===== config.mk =====
export PLATFORM = sky130hd
export DESIGN_NAME = outport_arb5
export DESIGN_NICKNAME = d
export VERILOG_FILES = /design/src/rtl/noc_pkg.sv /design/src/rtl/rr_pick5.sv /design/src/rtl/outport_arb5.sv
export SDC_FILE = /design/constraint.sdc
export NUM_CORES = 1
export LEC_CHECK = 0
export CORE_MARGIN = 3
export CORE_UTILIZATION = 50
export CTS_CLUSTER_SIZE = 28
export DETAILED_ROUTE_END_ITERATION = 8
export PLACE_DENSITY = 0.75
export REMOVE_ABC_BUFFERS = 1
export SYNTH_ARGS = -nofsm -noshare
export SYNTH_HDL_FRONTEND = slang
export SYNTH_SLANG_ARGS = --single-unit

===== constraint.sdc =====
create_clock -name clk -period 5.25 [get_ports clk]
set_clock_uncertainty 0.05 [all_clocks]
set_input_delay 1.05 -clock clk [delete_from_list [all_inputs] [get_ports clk]]
set_output_delay 1.05 -clock clk [all_outputs]
set_load 0.02 [all_outputs]

===== src/rtl/noc_pkg.sv =====
// Shared router definitions: port count, select width, port indices and
// the mod-5 arithmetic used to rotate round-robin priority pointers.
package noc_pkg;

  localparam int NUM_PORTS  = 5;
  localparam int PORT_SEL_W = 3;

  localparam logic [PORT_SEL_W-1:0] PORT_A = 3'd0;
  localparam logic [PORT_SEL_W-1:0] PORT_B = 3'd1;
  localparam logic [PORT_SEL_W-1:0] PORT_C = 3'd2;
  localparam logic [PORT_SEL_W-1:0] PORT_D = 3'd3;
  localparam logic [PORT_SEL_W-1:0] PORT_E = 3'd4;

  typedef logic [PORT_SEL_W-1:0] port_idx_t;

  // (a + b) mod 5 for operands already in 0..4
  function automatic port_idx_t add_mod5(input port_idx_t a, input port_idx_t b);
    logic [3:0] s;
    s = {1'b0, a} + {1'b0, b};
    if (s >= 4'd5) s = s - 4'd5;
    return s[PORT_SEL_W-1:0];
  endfunction

  // Next priority position after index v, wrapping 4 -> 0
  function automatic port_idx_t inc_mod5(input port_idx_t v);
    return add_mod5(v, 3'd1);
  endfunction

endpackage


===== src/rtl/rr_pick5.sv =====
// Combinational rotating-priority picker over five inputs. The scan starts
// at ptr and wraps mod 5; the first set bit of mask wins.
module rr_pick5 import noc_pkg::*; (
  input  logic [NUM_PORTS-1:0] mask,
  input  port_idx_t            ptr,
  output logic [NUM_PORTS-1:0] onehot,
  output port_idx_t            idx,
  output logic                 any
);

  port_idx_t cand;

  // Walk from the lowest priority position upwards so the entry nearest ptr overwrites the rest
  always_comb begin
    onehot = '0;
    idx    = '0;
    any    = 1'b0;
    cand   = '0;
    for (int k = NUM_PORTS - 1; k >= 0; k--) begin
      cand = add_mod5(ptr, PORT_SEL_W'(k));
      if (mask[cand]) begin
        onehot       = '0;
        onehot[cand] = 1'b1;
        idx          = cand;
        any          = 1'b1;
      end
    end
  end

endmodule


===== src/rtl/outport_arb5.sv =====
// Round-robin output-port arbiter feeding the mux5to1 crossbar leg.
// Define OUTARB_WORMHOLE_EN to hold the grant from head flit to tail flit;
// without it the arbiter rotates priority after every flit.
module outport_arb5 import noc_pkg::*; #(
  parameter int NUM_IN  = 5,
  parameter int SEL_W   = 3,
  parameter int RST_PTR = 0
) (
  input  logic              clk,
  input  logic              reset,
  input  logic [NUM_IN-1:0] req,
  input  logic [NUM_IN-1:0] head,
  input  logic [NUM_IN-1:0] tail,
  input  logic              out_ready,
  output logic [NUM_IN-1:0] grant,
  output logic [SEL_W-1:0]  sel,
  output logic              out_valid,
  output logic              locked
);

  if (NUM_IN != NUM_PORTS || SEL_W != PORT_SEL_W) begin : g_bad_cfg
    $error("outport_arb5 supports only NUM_IN=5 and SEL_W=3");
  end
  if (RST_PTR < 0 || RST_PTR > 4) begin : g_bad_ptr
    $error("outport_arb5 RST_PTR must be in 0..4");
  end

  localparam port_idx_t RST_PTR_V = PORT_SEL_W'(RST_PTR);

  logic [NUM_PORTS-1:0] elig;
  logic [NUM_PORTS-1:0] pick_oh;
  port_idx_t            pick_idx;
  logic                 pick_any;
  logic [NUM_PORTS-1:0] grant_raw;
  port_idx_t            win_idx;
  port_idx_t            ptr;
  port_idx_t            sel_q;
  logic                 xfer;

  rr_pick5 u_pick (
    .mask   (elig),
    .ptr    (ptr),
    .onehot (pick_oh),
    .idx    (pick_idx),
    .any    (pick_any)
  );

`ifdef OUTARB_WORMHOLE_EN
  logic      lock;
  port_idx_t lock_idx;

  // Unlocked: only head flits compete; locked: the owning input alone may be granted
  always_comb begin
    elig      = req & head;
    grant_raw = pick_any ? pick_oh : '0;
    win_idx   = pick_idx;
    if (lock) begin
      grant_raw           = '0;
      grant_raw[lock_idx] = req[lock_idx];
      win_idx             = lock_idx;
    end
  end

  // Open a lock on a multi-flit head, release it and rotate on the tail
  always_ff @(posedge clk or posedge reset) begin
    if (reset) begin
      ptr      <= RST_PTR_V;
      lock     <= 1'b0;
      lock_idx <= '0;
    end else if (xfer) begin
      if (lock) begin
        if (tail[lock_idx]) begin
          lock <= 1'b0;
          ptr  <= inc_mod5(lock_idx);
        end
      end else if (head[pick_idx] && !tail[pick_idx]) begin
        lock     <= 1'b1;
        lock_idx <= pick_idx;
      end else begin
        ptr <= inc_mod5(pick_idx);
      end
    end
  end

  assign locked = lock;
`else
  logic unused_flit_marks;

  // Per-flit arbitration: every requester is eligible regardless of flit type
  always_comb begin
    elig      = req;
    grant_raw = pick_any ? pick_oh : '0;
    win_idx   = pick_idx;
  end

  // Rotate priority past the winner after every accepted flit
  always_ff @(posedge clk or posedge reset) begin
    if (reset) begin
      ptr <= RST_PTR_V;
    end else if (xfer) begin
      ptr <= inc_mod5(pick_idx);
    end
  end

  assign unused_flit_marks = ^{head, tail};
  assign locked            = 1'b0;
`endif

  // Reset forces the grant off immediately, without waiting for a clock
  always_comb begin
    grant = reset ? '0 : grant_raw;
  end

  assign out_valid = |grant;
  assign sel       = out_valid ? win_idx : sel_q;
  assign xfer      = out_valid & out_ready;

  // Remember the last granted index so the mux select stays put while idle
  always_ff @(posedge clk or posedge reset) begin
    if (reset) begin
      sel_q <= '0;
    end else if (out_valid) begin
      sel_q <= win_idx;
    end
  end

endmodule


Word-level counts from Yosys, hierarchy flattened
Index checks and enable logic that the tools add are counted.
- input port bits: 18
- bits in registers: 6
- output and inout bits: 10
- word-level logic and storage cells: 80
- $lt $le $gt $ge: 16
- bitwise gates (word level): 1
- add/subtract/negate cells: 11
- reductions and logical operators: 6
- muxes and demuxes: 44
- operators with widths (cell ; number):
    3-bit two-way mux ; 12
    5-bit two-way mux ; 7
    4-bit by 3-bit >= comparator with 1-bit output, second input constant ; 5
    3-bit by 4-bit < comparator with 1-bit output, second input constant ; 5
    3-bit subtractor, second input constant ; 6
    1-bit binary-select mux with 3-bit select ; 5
    1-bit demux with 3-bit select ; 5
    3-bit by 1-bit >= comparator with 1-bit output, second input constant ; 5
    1-bit two-way mux ; 15
    3-bit by 1-bit adder with 4-bit output, second input constant ; 2
    3-bit by 2-bit adder with 4-bit output, second input constant ; 2
    1-bit logical AND ; 5
    5-bit OR reduction ; 1
    3-bit by 3-bit adder with 4-bit output, second input constant ; 1
    3-bit >= comparator, second input constant ; 1
    1-bit AND ; 1

Longest topological paths before layout
Gate-level depths: netlist of run 1.
- word-level depth: 16
- depth in mapped cells: 20
- depth with buffers taken out: 19

By module
A second synthesis of run 1 with hierarchy kept.
- cells, all modules: 254
- area total of the unflattened synthesis: 1969.4 um^2
- modules (own cells, without submodules) (module ; instances ; cells an instance ; area each (um^2)):
    rr_pick5 ; 1 ; 217 ; 1567.8
    outport_arb5 ; 1 ; 37 ; 401.6

Least setup slack after synthesis of run 1
No wires, ideal clock.
- path type: register to output
- from: register ptr[1]
- to: output port sel[0]
- cell stages (with the launch flop): 16
- path buffers: 2
- slack: 0.422 ns
- data required time: 4.150 ns
- data arrival time: 3.728 ns
- cells stage by stage: dfrtp_1 -> clkbuf_1 -> inv_1 -> ha_1 -> ha_1 -> buf_2 -> xor2_1 -> nor2_1 -> nand3_1 -> o211ai_1 -> a31oi_2 -> or2_2 -> a31oi_1 -> nor2_2 -> nor3_1 -> a211o_1
- cells in the longest elaborated chain, start to end: 16
- elaborated cells on any way between the ends: 73
- classes of those cells: 9 x add/sub; 15 x order compare; 43 x mux; 6 x reduce/logical
- RTL lines (what ; RTL line ; RTL):
    start, declared ; outport_arb5.sv:36 ; port_idx_t ptr;
    start signal, assigned ; outport_arb5.sv:101 ; ptr <= inc_mod5(pick_idx);
    3-bit by 3-bit adder with 4-bit output ; noc_pkg.sv:19 ; s = {1'b0, a} + {1'b0, b};
    4-bit by 3-bit >= comparator with 1-bit output / 3-bit subtractor (equally long branches) ; noc_pkg.sv:20 ; if (s >= 4'd5) s = s - 4'd5;
    3-bit two-way mux ; noc_pkg.sv:20 ;
    3-bit by 4-bit < comparator with 1-bit output (implied by the code) / 3-bit by 1-bit >= comparator with 1-bit output (equally long branches) ; rr_pick5.sv:23 ; onehot[cand] = 1'b1;
    1-bit logical AND (implied by the code) ; rr_pick5.sv:23 ;
    1-bit two-way mux (implied by the code) ; rr_pick5.sv:23 ;
    1-bit demux with 3-bit select ; n/a ;
    5-bit two-way mux (5 in a row) ; rr_pick5.sv:21 ; if (mask[cand]) begin
    5-bit two-way mux * ; outport_arb5.sv:92 ; grant_raw = pick_any ? pick_oh : '0;
    5-bit two-way mux * ; outport_arb5.sv:111 ; grant = reset ? '0 : grant_raw;
    net grant[1] ; outport_arb5.sv:15 ; output logic [NUM_IN-1:0] grant,
    5-bit OR reduction * ; outport_arb5.sv:114 ; assign out_valid = |grant;
    3-bit two-way mux * ; n/a ;
    end, declared ; outport_arb5.sv:16 ; output logic [SEL_W-1:0] sel,
The timed path passes the listed nets; every way through them passes the cells marked *. The select of a mux whose other input is x is not followed.

Worst setup path in the final report of run 1
- from: register ptr[1]
- to: output port sel[0]
- cells in the longest elaborated chain, start to end: 16
- elaborated cells on any way between the ends: 73
- classes of those cells: 9 x add/sub; 15 x order compare; 43 x mux; 6 x reduce/logical
- RTL lines (what ; RTL line):
    3-bit by 3-bit adder with 4-bit output ; noc_pkg.sv:19
    4-bit by 3-bit >= comparator with 1-bit output / 3-bit subtractor (equally long branches) ; noc_pkg.sv:20
    3-bit two-way mux ; noc_pkg.sv:20
    3-bit by 4-bit < comparator with 1-bit output (implied by the code) / 3-bit by 1-bit >= comparator with 1-bit output (equally long branches) ; rr_pick5.sv:23
    1-bit logical AND (implied by the code) ; rr_pick5.sv:23
    1-bit two-way mux (implied by the code) ; rr_pick5.sv:23
    1-bit demux with 3-bit select ; n/a
    5-bit two-way mux (5 in a row) ; rr_pick5.sv:21
    5-bit two-way mux ; outport_arb5.sv:92
    5-bit two-way mux ; outport_arb5.sv:111
    5-bit OR reduction ; outport_arb5.sv:114
    3-bit two-way mux * ; n/a
Mark *: on every way between the ends. The rest lies on a longest branch, timed or not. The select of a mux whose other input is x is not followed.

==> summary.md, run 1 <==
| Metric | Value |
|---|---|
| Status | complete, no violations |
| Total grt overflow | 0 |
| Cell Area, Synth | 0.001788 mm2 |
| Clock Path Buffers | 2 |
| I/O Buffers | 16 |
| Seq/Total Area, Yosys | under 10% |
| Vias per Instance | about 6.2 |
| N_diodes | 0 |
| Most used DFF post-synth | dfrtp_1 |
| Die area | about 0.0043 mm2 |
| Worst-Skew Late Latency | 0.24 ns |
| Final Hold Violating Endpoints | 0 |
| Post-synth ARST share | 100.0% |
| Highest Clock Rate | around 200 MHz |
| Hold-fix buffers at CTS | 0 |
| Critical Path Source Type | flop |
| Area growth from synthesis to layout | 20.57% |
| DRT Wirelength | approximately 5200 um |
| Via count | approximately 2k |
| # fillers | 309 |
| Yosys top cell area share | 8.397% |
| Gr usage total | 24.34% |
| RSZ-0062 raised after global routing | true |
| Final setup viols | 0 |
| Layout Nets | between 300 and 400 |
| Core ar. | ~0.0034 mm2 |
| ANT nets after route | 0 |
| First-pass GRT wire length | between 8000 and 9000 um |
| Worst min-delay path category | flop to flop |
| Critical path endpoint category | output port |
| Drt pass-1 iters | 4 |
| Initial antenna violation count | 0 |
| Required @ worst endpoint | approximately 4.2 ns |
| Placed inst area | a little over 0.002 mm2 |
| Post-synthesis xor/xnor area fraction | a little under 3% |
| Row count | 21 |
| Crit-path max cell delay | ~0.61 ns |
| Crit path cell chain | inv_1, ha_2, ha_1, xor2_1, nor2_4, o32ai_2, a31oi_2, or2_2, a31oi_1, nor2_2, nor3_1, a211o_1, clkdlybuf4s50_1 |
| Gate Count Post-Synth | around 250 |
| Synth Area in Adders | 8.817% |
| Main combinational cell family by area after synthesis | compound AO/OA/AOI/OAI gates |
| Multi-input logic area | 0.001523 mm2 |
| Wirelength per Cell | about 16 um |
| Area leader, netlist | dfrtp_1 |
| Initial core utilization | 52.75% |
| Top post-synthesis cells by count | 28 x nand2_1, 24 x nor2_1, 15 x a21oi_1, 14 x inv_1 |
| Largest net degree at the start of global routing | 23 |
| Design area | 0.002156 mm2 |
| Die height | between 60 and 70 um |
| Post-synthesis compound-gate area fraction | 35.62% |
| Vias in the first global route | between 1.5k and 2k |
| Synth area leaders | dfrtp_1 8.4%, ha_1 7.7%, nand2_1 5.9%, nor2_1 5.0%, a21oi_1 4.2% |
| EDFF count, synth | 0 |
| CTS tree | done |
| Sequential cell area | around 150 um2 |
| Minimum clock period | slightly above 5 ns |
| Syn Area/Cell | 7.067 um2 |
| Util after Layout | 63.60% |
| Post-DP HPWL | 4012 um |
| Post-Synth Simple-Gate Area | between 20 and 30% |
| Clock slew at reported path FFs | around 0.05 ns |
| Final setup TNS | 0 ns |
| I/O Pins | 28 |
| Syn. warnings | 0 |
| Synthesized flop and latch total | 6 |
| Drt initial violations | between 100 and 150 |
| H-tree Lvls | 1 |
| CTS buffer count | 3 |
| Root Driver | clkbuf_4 |
| Hold_ws | between 0.4 and 0.5 ns |
| GP Congestion | approximately 0.98 |
| Most frequent cell after synthesis | nand2_1 |
| Arrival time worst endpoint | 4.00 ns |
| Number of distinct library cells after synthesis | 67 |
| Worst path slowest cell | clkdlybuf4s50_1 |
| Tcrit/Tclk final | 97.07% |
| Remaining DRCs | 0 |
| Share of cells above drive strength 1 | a little over a fifth |
| Mux cell area share after synthesis | around 5.2% |
| Clock tree sinks | 6 |
| Max Cap Viol | 0 |
| CP Class | flop to output port |
| Final Slew Violations | 0 |
| CP Max Fanout | 7 |
| Die X | 65.80 um |
[cell usage in the layout (no fill, tap or decap), types with 3 or more instances in the layout]
cell type and n:
nand2_1 28, buf_4 24, nor2_1 23, a21oi_1 15, clkdlybuf4s50_1 15, inv_1 13, o21ai_0 11, nand2b_1 10
ha_1 10, nor3_1 7, a31oi_1 7, nand3_1 6, mux2i_1 6, dfrtp_1 6, xnor2_1 5, nor3_2 4
and3_1 4, o21ai_1 4, a22oi_1 3, a211oi_1 3, o21a_1 3, or2_2 3, a31o_2 3, a211o_1 3
nor3b_1 3, clkbuf_4 3
[state kept, by name, summed over array words and instances (netlist names)]
signal	flops
ptr	3
sel_q	3
[metal layers]
layer / track usage (%) / share of wire, % / up-vias / routed length [um]
met5: 0 / 0 / - / 0
met4: 9.845 / 3.1 / 0 / 164
met3: 1.361 / 4.7 / 16 / 247
met2: 42.05 / 49 / 72 / 2553
met1: 31.27 / 43 / 931 / 2251
li1: - / - / 984 / -
[layout make-up]
type / instances / share of cell area (%)
multi-input cells: 215 / 70.63
well taps: 46 / 2.670
clock buffers: 3 / 1.045
inverters: 15 / 2.786
flip-flops and latches: 6 / 6.965
repair buffers: 40 / 15.90
[stage by stage]
step / worst slack [ns] / cells
CTS: 0.04443 / 321
floorplan: 0.1104 / 236
detailed placement: 0.1230 / 318
global route: -0.08633 / 325
global placement: 0.1360 / 318
finish: 0.1536 / 325
[critical path, delay by kind of cell (launching register included)]
| family | cells | cell delay [ns] |
|---|---|---|
| compound gates | 4 | 0.90 |
| xor+xnor | 1 | 0.35 |
| fa+ha+maj | 2 | 0.57 |
| buf+inv | 2 | 0.81 |
| flops | 1 | 0.38 |
| simple gates | 4 | 0.74 |
[kinds of logic after synthesis]
group / count (synthesis)
mux: 8
simple gates: 103
fa+ha+maj: 12
flops: 6
xor+xnor: 6
buf+inv: 32
compound gates: 85
other cells: 1
[repair_timing]
action	4_1_cts	5_1_grt
setup endpoints to repair	0	8
resized for setup	0	13
setup buffers	0	4
endpoints found under the hold margin	0	0
[worst paths after layout]
| check | depth (start not counted) | start | slack (ns) | endpoint |
|---|---|---|---|---|
| max in group asynchronous | 2 | reset | 3.91 | ptr[2]$_DFFE_PP0P_ |
| worst max register to register | 16 | ptr[1]$_DFFE_PP0P_ | 1.01 | ptr[1]$_DFFE_PP0P_ |
| worst max-delay path | 13 | ptr[1]$_DFFE_PP0P_ | 0.15 | sel[0] |
| worst min-delay path | 1 | sel_q[2]$_DFF_PP0_ | 0.42 | sel_q[2]$_DFF_PP0_ |
| min in group asynchronous | 2 | reset | 1.03 | sel_q[2]$_DFF_PP0_ |
| worst min register to register | 1 | sel_q[2]$_DFF_PP0_ | 0.42 | sel_q[2]$_DFF_PP0_ |
Power of run 1 is not shown: default switching activity piles up to over one toggle a cycle in this logic, so the estimate is an artifact.
==> run 2: changes to the inputs <==
--- a/config.mk
+++ b/config.mk
@@ -5,10 +5,11 @@
 export SDC_FILE = /design/constraint.sdc
 export NUM_CORES = 1
 export LEC_CHECK = 0
-export CORE_MARGIN = 3
+export ABC_AREA = 1
 export CORE_UTILIZATION = 50
 export CTS_CLUSTER_SIZE = 28
 export DETAILED_ROUTE_END_ITERATION = 8
+export GPL_TIMING_DRIVEN = 0
 export PLACE_DENSITY = 0.75
 export REMOVE_ABC_BUFFERS = 1
 export SYNTH_ARGS = -nofsm -noshare
==> run 2 against run 1 <==
Compared with the run above: critical path type unchanged; final cell count up 6.5%; synthesized cell count up 13%; die area down 14%.
==> summary.md, run 2 <==
| Metric | Value |
|---|---|
| Via count | between 1.5k and 2k |
| H-tree Lvls | 1 |
| I/O Buffers | 16 |
| Clock Path Buffers | 2 |
| Worst path slowest cell | clkdlybuf4s50_1 |
| Most common cell on crit path | nand2_1 |
| Hold_ws | between 0.4 and 0.5 ns |
| Crit-path max cell delay | 0.65 ns |
| Gr usage total | a little under a quarter |
| Top post-synthesis cells by count | 92 x nand2_1, 28 x nand3_1, 24 x inv_1, 20 x nand2_2, 13 x nor2_1 |
| Synthesized flop and latch total | 6 |
| Most frequent cells in the layout | 92 x nand2_1, 28 x nand3_1, 24 x inv_1 |
| DRT Wirelength | ~4200 um |
| Highest Clock Rate | between 200 and 250 MHz |
| Worst r2r src | ptr[0]$_DFFE_PP0P_ |
| Vias per Instance | about 5.2 |
| Post-DP HPWL | about 3400 um |
| CTS tree | done |
| Initial antenna violation count | 0 |
| Worst min-delay path category | flop to flop |
| Syn Area/Cell | between 6 and 7 um2 |
| Die area | roughly 0.0037 mm2 |
| Met3 usage in global routing | approximately 1.3% |
| Total grt overflow | 0 |
| Arrival time worst endpoint | ~3.8 ns |
| Final Hold Violating Endpoints | 0 |
| Minimum clock period | around 4.9 ns |
| Core ar. | 0.003337 mm2 |
| Critical path endpoint category | output port |
| Most used DFF post-synth | dfrtp_1 |
| Clock slew at reported path FFs | ~0.05 ns |
| Tcrit/Tclk final | a little over nine tenths |
| Yosys top cell area share | 19.93% |
| Cells resized by post-CTS repair | 1 |
| WP buf/inv | 3 |
| Max Cap Viol | 0 |
| Vias in the first global route | 1,567 |
| Die X | slightly above 60 um |
| Share of cells above drive strength 1 | between 20% and 30% |
| Multi-input logic area | 0.001401 mm2 |
| Final setup TNS | 0 ns |
| Crit Reg-Reg Endpoint | ptr[0]$_DFFE_PP0P_ |
| Reg2Reg Setup Slack | ~1.5 ns |
| CP Class | flop to output port |
| Commonest non-fill, non-tap cell in the layout | nand2_1 |
| Required @ worst endpoint | just over 4 ns |
| Hold_sp | sel_q[2]$_DFF_PP0_ |
| Root Driver | clkbuf_4 |
| Gate Count Post-Synth | 285 |
| Die height | slightly above 60 um |
| Final setup viols | 0 |
| Clock tree sinks | 6 |
| Critical Path Source Type | flop |
| Post CTS Setup Buffer Count | 0 |
| Hold-fix buffers at CTS | 0 |
| Initial core utilization | ~52% |
| CP Max Fanout | 16 |
| I/O Pins | 28 |
| Met2 Resource Use GR | a little over two fifths |
| Largest net degree at the start of global routing | 17 |
| Cell Area, Synth | between 0.0015 and 0.002 mm2 |
| N_diodes | 0 |
| Final Slew Violations | 0 |
| Number of distinct library cells after synthesis | 36 |
| Gr busiest metal | met2 |
| Sequential cell area | between 150 and 200 um2 |
| Area growth from synthesis to layout | 11.99% |
| Area leader, netlist | nand2_1 |
| Worst-Skew Late Latency | 0.24 ns |
| GP Congestion | 0.8769 |
| CTS buffer count | 3 |
| Layout Nets | ~330 |
| Post-synth ARST share | 100.0% |
| ANT nets after route | 0 |
| Synth area leaders | nand2_1 20%, dfrtp_1 8.7%, nand3_1 8.1%, ha_1 7.9%, nand2_2 7.2% |
| Drt pass-1 iters | 4 |
| EDFF count, synth | 0 |
| Seq/Total Area, Yosys | under 10% |
| Syn. warnings | 0 |
| Remaining DRCs | 0 |
| Util after Layout | between 50% and 60% |
| Row count | 21 |
| Drt initial violations | 84 |
| Wirelength per Cell | ~12 um |
| Crit path cell chain | inv_4, ha_1, ha_1, nand2_1, nand2_1, nand2_1, nand2_2, clkinv_1, nand2_1, nand3_2, nand2_4, nand2_1, nand2_1, o21bai_1, nand2_1, nand2_1, o21ai_0, clkdlybuf4s50_1 |
| Most frequent cell after synthesis | nand2_1 |
| Status | complete, no violations |
| GR Layer Usage met1 | a little under a third |
| Hold Crit Endpoint | sel_q[2]$_DFF_PP0_ |
| Top Registers | ptr: 3 flops, sel_q: 3 flops |
| RSZ-0062 raised after global routing | false |
| Worst hold stages | 2 |
| # fillers | around 340 |
| First-pass GRT wire length | 6651 um |
| R2R depth | 22 |
| Crit path max-delay family | simple AND/OR/NAND/NOR gates |
[run 2: cell type report]
| type | instances | area share, % |
|---|---|---|
| multi-input combinational | 238 | 72.21 |
| timing repair buffer | 16 | 8.253 |
| sequential | 6 | 7.866 |
| inverter | 37 | 7.544 |
| tap | 46 | 2.966 |
| clock buffer | 3 | 1.161 |
[run 2: stage by stage]
step                      std cells  worst slack (ns)  instance area (um2)
final                           346            0.3112                 1941
after global routing            346           0.01769                 1941
after CTS                       346            0.1752                 1939
after detailed placement        343            0.2169                 1916
after global placement          343            0.2682                 1916
after floorplan                 281             1.123                 1698
[run 2: per-layer routing]
| metal | wire, um | part of all wire [%] |
|---|---|---|
| met5 | 0 | 0 |
| met4 | 82 | 1.9 |
| met1 | 2053 | 49 |
| met3 | 97 | 2.3 |
| met2 | 1972 | 47 |
[run 2: worst reg2reg max path: cells and delay by family (launching register included)]
kind / cells / cell delay (ns)
flip-flops: 1 / 0.60
adder cells (fa/ha/maj): 3 / 0.85
buffers and inverters: 3 / 0.33
AO/OA/AOI/OAI: 1 / 0.14
AND/OR/NAND/NOR: 15 / 1.63
[run 2: cell families after synthesis]
logic type / Yosys count / synth area share (%)
AOI/OAI and AO/OA: 29 / 10.90
xor gates and xnor gates: 1 / 0.5055
buffers and inverters: 41 / 10.47
other: 1 / 0.2164
adders and majority gates: 12 / 9.097
DFF: 6 / 8.664
and+or+nand+nor: 195 / 60.15
[run 2: how the worst max path moves through the flow]
| stage | start | to | cells past startpoint |
|---|---|---|---|
| finish | ptr[0]$_DFFE_PP0P_ | sel[1] | 18 |
| global route | ptr[0]$_DFFE_PP0P_ | sel[1] | 18 |
| CTS | ptr[1]$_DFFE_PP0P_ | sel[1] | 14 |
| detailed placement | ptr[0]$_DFFE_PP0P_ | sel[1] | 14 |
| global placement | ptr[0]$_DFFE_PP0P_ | sel[1] | 14 |
| floorplan | ptr[0]$_DFFE_PP0P_ | sel[0] | 16 |
Power of run 2 is left out for the same reason.
